$ cat src/rtl/pixel_threshold_pkg.sv
// pixel_threshold_pkg: shared constants and types for the pixel thresholding stage.
// The top module is configured by the ADAPTIVE_THRESH_EN macro.
// When it is defined, the threshold tracks a running mean of the pixel stream.
package pixel_threshold_pkg;

  localparam int         PIX_W_DEF     = 8;
  localparam logic [7:0] THRESHOLD_DEF = 8'h10;

  localparam logic MODE_BINARY = 1'b0;
  localparam logic MODE_TOZERO = 1'b1;

  localparam logic [7:0] PIX_MAX = 8'hFF;
  localparam logic [7:0] PIX_MIN = 8'h00;

  typedef logic [PIX_W_DEF-1:0] pixel_t;

endpackage

$ cat src/rtl/pixel_running_mean.sv
// pixel_running_mean: exponential running mean of the pixel stream.
// It produces a saturated adaptive threshold, thr = sat(mean + AVG_OFFSET).
// thr is taken from the registered accumulator, so a pixel is always compared
// against the mean as it stood before that pixel was folded in.
module pixel_running_mean
  import pixel_threshold_pkg::*;
#(
  parameter int               PIX_W      = PIX_W_DEF,
  parameter logic [PIX_W-1:0] THRESHOLD  = THRESHOLD_DEF,
  parameter int               AVG_SHIFT  = 3,
  parameter logic [PIX_W-1:0] AVG_OFFSET = '0
) (
  input  logic             clk,
  input  logic             rst,
  input  logic [PIX_W-1:0] in_pix,
  output logic [PIX_W-1:0] thr
);

  localparam int ACC_W = PIX_W + AVG_SHIFT;

  localparam logic [ACC_W-1:0] ACC_RESET = ACC_W'(THRESHOLD) << AVG_SHIFT;

  logic [ACC_W-1:0]         acc_q;
  logic [ACC_W-1:0]         acc_d;
  logic [PIX_W-1:0]         mean;
  logic signed [PIX_W+1:0]  thr_sum;
  logic signed [PIX_W+1:0]  offset_ext;

  // Next accumulator value: add the new pixel and leak 1/2^AVG_SHIFT of the old value.
  // The result is bounded by the accumulator width.
  // Intermediate wrap-around therefore cancels out in modular arithmetic.
  always_comb begin
    acc_d = acc_q + ACC_W'(in_pix) - (acc_q >> AVG_SHIFT);
  end

  // Mean plus signed offset, clamped to the legal pixel range.
  always_comb begin
    mean       = acc_q[ACC_W-1:AVG_SHIFT];
    offset_ext = {{2{AVG_OFFSET[PIX_W-1]}}, AVG_OFFSET};
    thr_sum    = $signed({2'b00, mean}) + offset_ext;
    if (thr_sum < 0) begin
      thr = '0;
    end else if (thr_sum > $signed({2'b00, {PIX_W{1'b1}}})) begin
      thr = {PIX_W{1'b1}};
    end else begin
      thr = thr_sum[PIX_W-1:0];
    end
  end

  // Accumulator register.
  // Reset preloads it so the threshold starts at THRESHOLD + AVG_OFFSET.
  always_ff @(posedge clk) begin
    if (rst) begin
      acc_q <= ACC_RESET;
    end else begin
      acc_q <= acc_d;
    end
  end

endmodule

$ cat src/rtl/pixel_threshold.sv
// pixel_threshold: one-pixel-per-clock threshold stage with a 1-cycle registered output.
// When mode = 0, the output is a binary mask (0x00 or all-ones).
// When mode = 1, the output is to-zero: a passing pixel keeps its value, otherwise 0.
// Macro ADAPTIVE_THRESH_EN: when defined, the threshold comes from pixel_running_mean.
// Otherwise the threshold is the constant THRESHOLD and no accumulator exists.
module pixel_threshold
  import pixel_threshold_pkg::*;
#(
  parameter int               PIX_W      = PIX_W_DEF,
  parameter logic [PIX_W-1:0] THRESHOLD  = THRESHOLD_DEF,
  parameter int               AVG_SHIFT  = 3,
  parameter logic [PIX_W-1:0] AVG_OFFSET = '0
) (
  input  logic             clk,
  input  logic             rst,
  input  logic             mode,
  input  logic [PIX_W-1:0] in,
  output logic [PIX_W-1:0] out
);

  logic [PIX_W-1:0] thr;
  logic             pass;
  logic [PIX_W-1:0] out_d;
  logic [PIX_W-1:0] out_q;

  // Reject configurations that the accumulator sizing cannot represent.
  if (AVG_SHIFT < 1 || $bits(AVG_OFFSET) != PIX_W) begin : g_bad_cfg
    $error("pixel_threshold: unsupported AVG_SHIFT/AVG_OFFSET configuration");
  end

`ifdef ADAPTIVE_THRESH_EN
  pixel_running_mean #(
    .PIX_W      (PIX_W),
    .THRESHOLD  (THRESHOLD),
    .AVG_SHIFT  (AVG_SHIFT),
    .AVG_OFFSET (AVG_OFFSET)
  ) u_mean (
    .clk    (clk),
    .rst    (rst),
    .in_pix (in),
    .thr    (thr)
  );
`else
  assign thr = THRESHOLD;
`endif

  // Compare the pixel against the threshold and select the output for the current mode.
  always_comb begin
    pass  = (in >= thr);
    out_d = '0;
    if (pass) begin
      out_d = (mode == MODE_TOZERO) ? in : {PIX_W{1'b1}};
    end
  end

  // Output register. Reset clears it regardless of in and mode.
  always_ff @(posedge clk) begin
    if (rst) begin
      out_q <= '0;
    end else begin
      out_q <= out_d;
    end
  end

  assign out = out_q;

endmodule

$ cat config.mk
export PLATFORM = sky130hd
export DESIGN_NAME = pixel_threshold
export DESIGN_NICKNAME = d
export VERILOG_FILES = /design/src/rtl/pixel_threshold_pkg.sv /design/src/rtl/pixel_running_mean.sv /design/src/rtl/pixel_threshold.sv
export SDC_FILE = /design/constraint.sdc
export NUM_CORES = 1
export LEC_CHECK = 0
export ABC_AREA = 1
export BUFFER_PORTS_ARGS = -buffer_cell sky130_fd_sc_hd__buf_2
export CAP_MARGIN = 20
export CORE_AREA = 5 5 42 44
export DETAILED_ROUTE_END_ITERATION = 8
export DIE_AREA = 0 0 47 49
export MAX_ROUTING_LAYER = met4
export PLACE_DENSITY = 0.51
export SLEW_MARGIN = 5
export SYNTH_ARGS = -nofsm -noshare
export SYNTH_HDL_FRONTEND = slang
export SYNTH_SLANG_ARGS = --single-unit
export TNS_END_PERCENT = 10
$ cat constraint.sdc
create_clock -name clk -period 1.39 [get_ports clk]
set_clock_uncertainty 0.1 [all_clocks]
set_input_delay 0.278 -clock clk [delete_from_list [all_inputs] [get_ports clk]]
set_output_delay 0.278 -clock clk [all_outputs]
set_load 0.005 [all_outputs]
* After elaboration in Yosys (flattened, before gate mapping)
Cells that the tools add are included.
Widths: inputs -> output; s select.
** Word-level totals
- ROM bits :: 0
- Memories :: 0
- Latch bits :: 0
- Input bits :: 11
- Output and inout bits :: 8
- Memory bits (writable) :: 0
- Bits in registers :: 8
** Cells by class
- $add $sub $neg :: 0
- Mux-type cells :: 1
- Order comparisons :: 1
- Eq/ne operators :: 0
- Shifts and indexed selects :: 0
- Bitwise gates (word level) :: 1
- Reductions and logical operators :: 1
- Multipliers :: 0
- Divide/modulo/power cells :: 0
** Operators with widths (count)
- $ge 8x5->1 const B :: 1
- $mux 8 :: 1
- $reduce_or 2->1 :: 1
- $not 1->1 :: 1

* Depth between registers and ports, before layout
- Depth after elaboration :: 3
- Mapped depth :: 4

* Worst setup path after synthesis
Ideal clock, no wire load.
- Path kind :: in2reg
- From :: input port in[4]
- To :: register out_q[0], in the netlist out[0]
- Stages on the path :: 4
- Path slack :: 600 ps
- Required time :: 1177 ps
- Arrival :: 577 ps
- Cell sequence :: nor2_1 > nand2_2 > nand2_4 > nor2_1
** Between the ends
- Longest elaborated chain between the ends :: 3
** RTL lines
- from (decl) :: line pixel_threshold.sv:17 : input logic [PIX_W-1:0] in,
- $ge 8x5->1 :: line pixel_threshold.sv:49 : pass = (in >= thr);
- $not 1->1 (no line)
- $reduce_or 2->1 (no line)
- to (signal assigned) :: line pixel_threshold.sv:61 : out_q <= out_d;
- to (decl) :: line pixel_threshold.sv:24 : logic [PIX_W-1:0] out_q;
No other way between the ends.
A chain may end at the register's enable or synchronous reset.

* Worst setup path after layout
- From :: register out_q[7], in the netlist out[7]
- To :: output port out[7]
** RTL lines
- to (decl) :: line pixel_threshold.sv:18 : output logic [PIX_W-1:0] out
No word-level cell between the ends.

==> metrics list <==
* Slew at the pin with the worst max-slew slack: 0.240 ns
- Sequential share of the synthesized area: 63.4%
- Traced cell by cell, the critical path runs through buf_2.
- Area share of the largest cell type after synthesis: between 60 and 70%
* RSZ-0062 raised after global routing: no
- Clock Sinks: 8
- Combinational Power Share: 12.0%
- The largest individual stage delay along the critical path comes from the cell sky130_fd_sc_hd__dfxtp_1.
- In the final design database the tool counted 64 nets.
* Peak Freq: approximately 960 MHz
- The die is 49 um tall.
* Biggest area contributors in the synthesized netlist: sky130_fd_sc_hd__dfxtp_1 63%, sky130_fd_sc_hd__nor2_1 27%, sky130_fd_sc_hd__nand2_4 4.5%
- For this run, the total global-route usage over all layers was measured as under 10%.
- For the worst setup path, the data required time is between 1 and 1.5 ns.
- Cell count after synthesis: 30
- Cell taking the most area after synthesis: sky130_fd_sc_hd__dfxtp_1
- Largest vdd supply drop: around 0.45 mV
* Power spent charging and discharging nets: around 110 uW
- Post-CTS repair changed the size of 0 cells.
- Sequential power share: 51.7%
* Hold EP: out[2]
- Detailed placement finished with a half-perimeter wire length of ~440 um.
- Per-cell routed wire length: approximately 8.6 um
- Summing internal, switching and leakage power gives roughly 480 uW.
- Horizontal die dimension: ~47 um
- Buffers placed on the I/O ports in this run total 18.
* Outcome: finished, final reports clean
- Buffers from clock root to sink, at most: 2
* Number of antenna violations at the first check in global routing: 0
* Relative slew margins: about 84%
- After floorplanning, the core was divided into 14 placement rows.
* Length of the first detailed-routing pass in iterations: 4
* Sw Ratio: about 22%
* Routability cong.: ~0.60
- Across all layers, the routed design uses approximately 250 vias.
- The worst setup path is captured at an output port.
* Share of post-route cells with drive strength above 1: 45.1%
* Aggregate global routing overflow: 0
* Setup tns final: 0 ns
* Vias in the first global route: between 200 and 250
* Clock Power Share: between 30% and 40%
- The total count of max-transition violations in the final report came to 0.
* Starting DRT DRC Count: 5
- WP data arrival: roughly 0.66 ns
* Clock-pin slew reported for the worst setup and hold paths after clock tree synthesis: ~0.05 ns
- After layout, the worst path uses 74.8% of the clock period.
- Post-route worst hold slack: approximately 0.15 ns
- TritonCTS built the clock tree.
* Highest cell delay on the worst timing path: slightly below 0.3 ns
* Share of the core filled with cells: 27.5%
* Synth Area per Inst: ~8.4 um2
* Leakage power: 0.000211 uW
- The startpoint identified for the worst hold timing path is in[2].
- The count of nets left with antenna violations once routing finished came out at 0.
- In the routed design, unresolved DRC markers number 0.
- The final hold violation count is 0.
* Internal power summed over all cells: about 370 uW
* Via-to-Cell Ratio: 3.70
- Warning count from the yosys run: 0
* Number of buffers created by CTS: 3
- Largest register FFs: 8
- Category of the critical setup timing path: flip-flop to output port
- The synthesized design contains 8 register bits.
- After synthesis the cells add up to ~250 um2.
* Shortest period the worst path allows: 1.04 ns
* Antenna cells: 0
- Synthesis produced a netlist with a net count of 41.
- Worst setup SP type: flip-flop
- DRT Wirelength: 578 um
- Depth of the worst hold-timing path: 3
- For this configuration, the core starts out at a cell density of a little under a fifth.
- The area growth from synthesis to layout is 52.5%.
- Post-CTS Repair Setup Buffers: 0
- Setup violation total in the final timing report: 0
- The path class of the tightest hold or removal check is primary input to flip-flop.
- First-pass GRT wire length: 979 um
- Synthesis instantiated 5 different standard cells from the library.
- Clock tree root driver cell: sky130_fd_sc_hd__clkbuf_4
- The floorplan step defined a die boundary enclosing ~0.0023 mm2.
- Crit-path leading delay family: flip-flops
- Counting both buffers and inverters, the worst setup path holds a total of 1.
- Buffers inserted to repair hold after CTS numbered 0.
- Entering global routing, the biggest net connects 9 pins.
- Number of top-level pins: 19
* Area of the core: around 0.0014 mm2
- Power per Cell Area: 1250 mW/mm2
- H-tree Lvls: 1
* Number of maximum-capacitance constraint violations: 0
- Largest fanout on the critical path: 1
metrics by stage:
stage / cell area [um2] / std cells / worst slack [ns]
2_1_floorplan: 253 / 30 / 0.600
3_3_place_gp: 363 / 64 / 0.445
3_5_place_dp: 363 / 64 / 0.430
4_1_cts: 385 / 67 / 0.332
5_1_grt: 385 / 67 / 0.318
6_report: 385 / 67 / 0.350
power groups by stage:
stage	registers [uW]	clock network, uW	logic [uW]
after floorplan	258	0	21.2
after global placement	254	0	58.3
after detailed placement	254	0	58.6
after CTS	250	184	58.9
after global routing	251	192	67.2
final	249	175	57.8
cells in the final DEF (no fill, tap or decap):
| cell | n |
|---|---|
| sky130_fd_sc_hd__nand2_4 | 1 |
| sky130_fd_sc_hd__clkbuf_4 | 3 |
| sky130_fd_sc_hd__buf_2 | 18 |
| sky130_fd_sc_hd__inv_1 | 2 |
| sky130_fd_sc_hd__nor2_1 | 18 |
| sky130_fd_sc_hd__dfxtp_1 | 8 |
| sky130_fd_sc_hd__nand2_2 | 1 |
Yosys cell counts, drive strengths merged:
cell type and instances:
dfxtp 8, inv 2, nand2 2, nor2 18
cell families after synthesis:
| kind of cell | count (synthesis) | share of synthesized area (%) |
|---|---|---|
| buffers and inverters | 2 | 2.97 |
| flip-flops | 8 | 63.4 |
| AND/OR/NAND/NOR | 20 | 33.7 |
cell type report:
| class | instances | area [um2] |
|---|---|---|
| fillers | 172 | 1020 |
| inverters | 2 | 7.51 |
| flip-flops and latches | 8 | 160 |
| clock buffers | 3 | 22.5 |
| multi-input cells | 20 | 85.1 |
| repair buffers | 18 | 90.1 |
| well taps | 16 | 20.0 |
how the worst max path moves through the flow:
stage	endpoint	depth (start not counted)	start	slack, ns
floorplan	out[0]	4	in[4]	0.60
global placement	out[3]	5	in[4]	0.45
detailed placement	out[3]	5	in[6]	0.43
CTS	out[7]	1	out[7]	0.33
global route	out[7]	1	out[7]	0.32
finish	out[7]	1	out[7]	0.35
metal layers:
metal	GRT usage (%)	vias to the layer above	wire (um)
li1	-	131	-
met1	6.00	99	223
met2	9.05	16	231
met3	5.54	2	117
met4	2.76	0	5
met5	-	-	0
(Power assumes the default switching activity.)
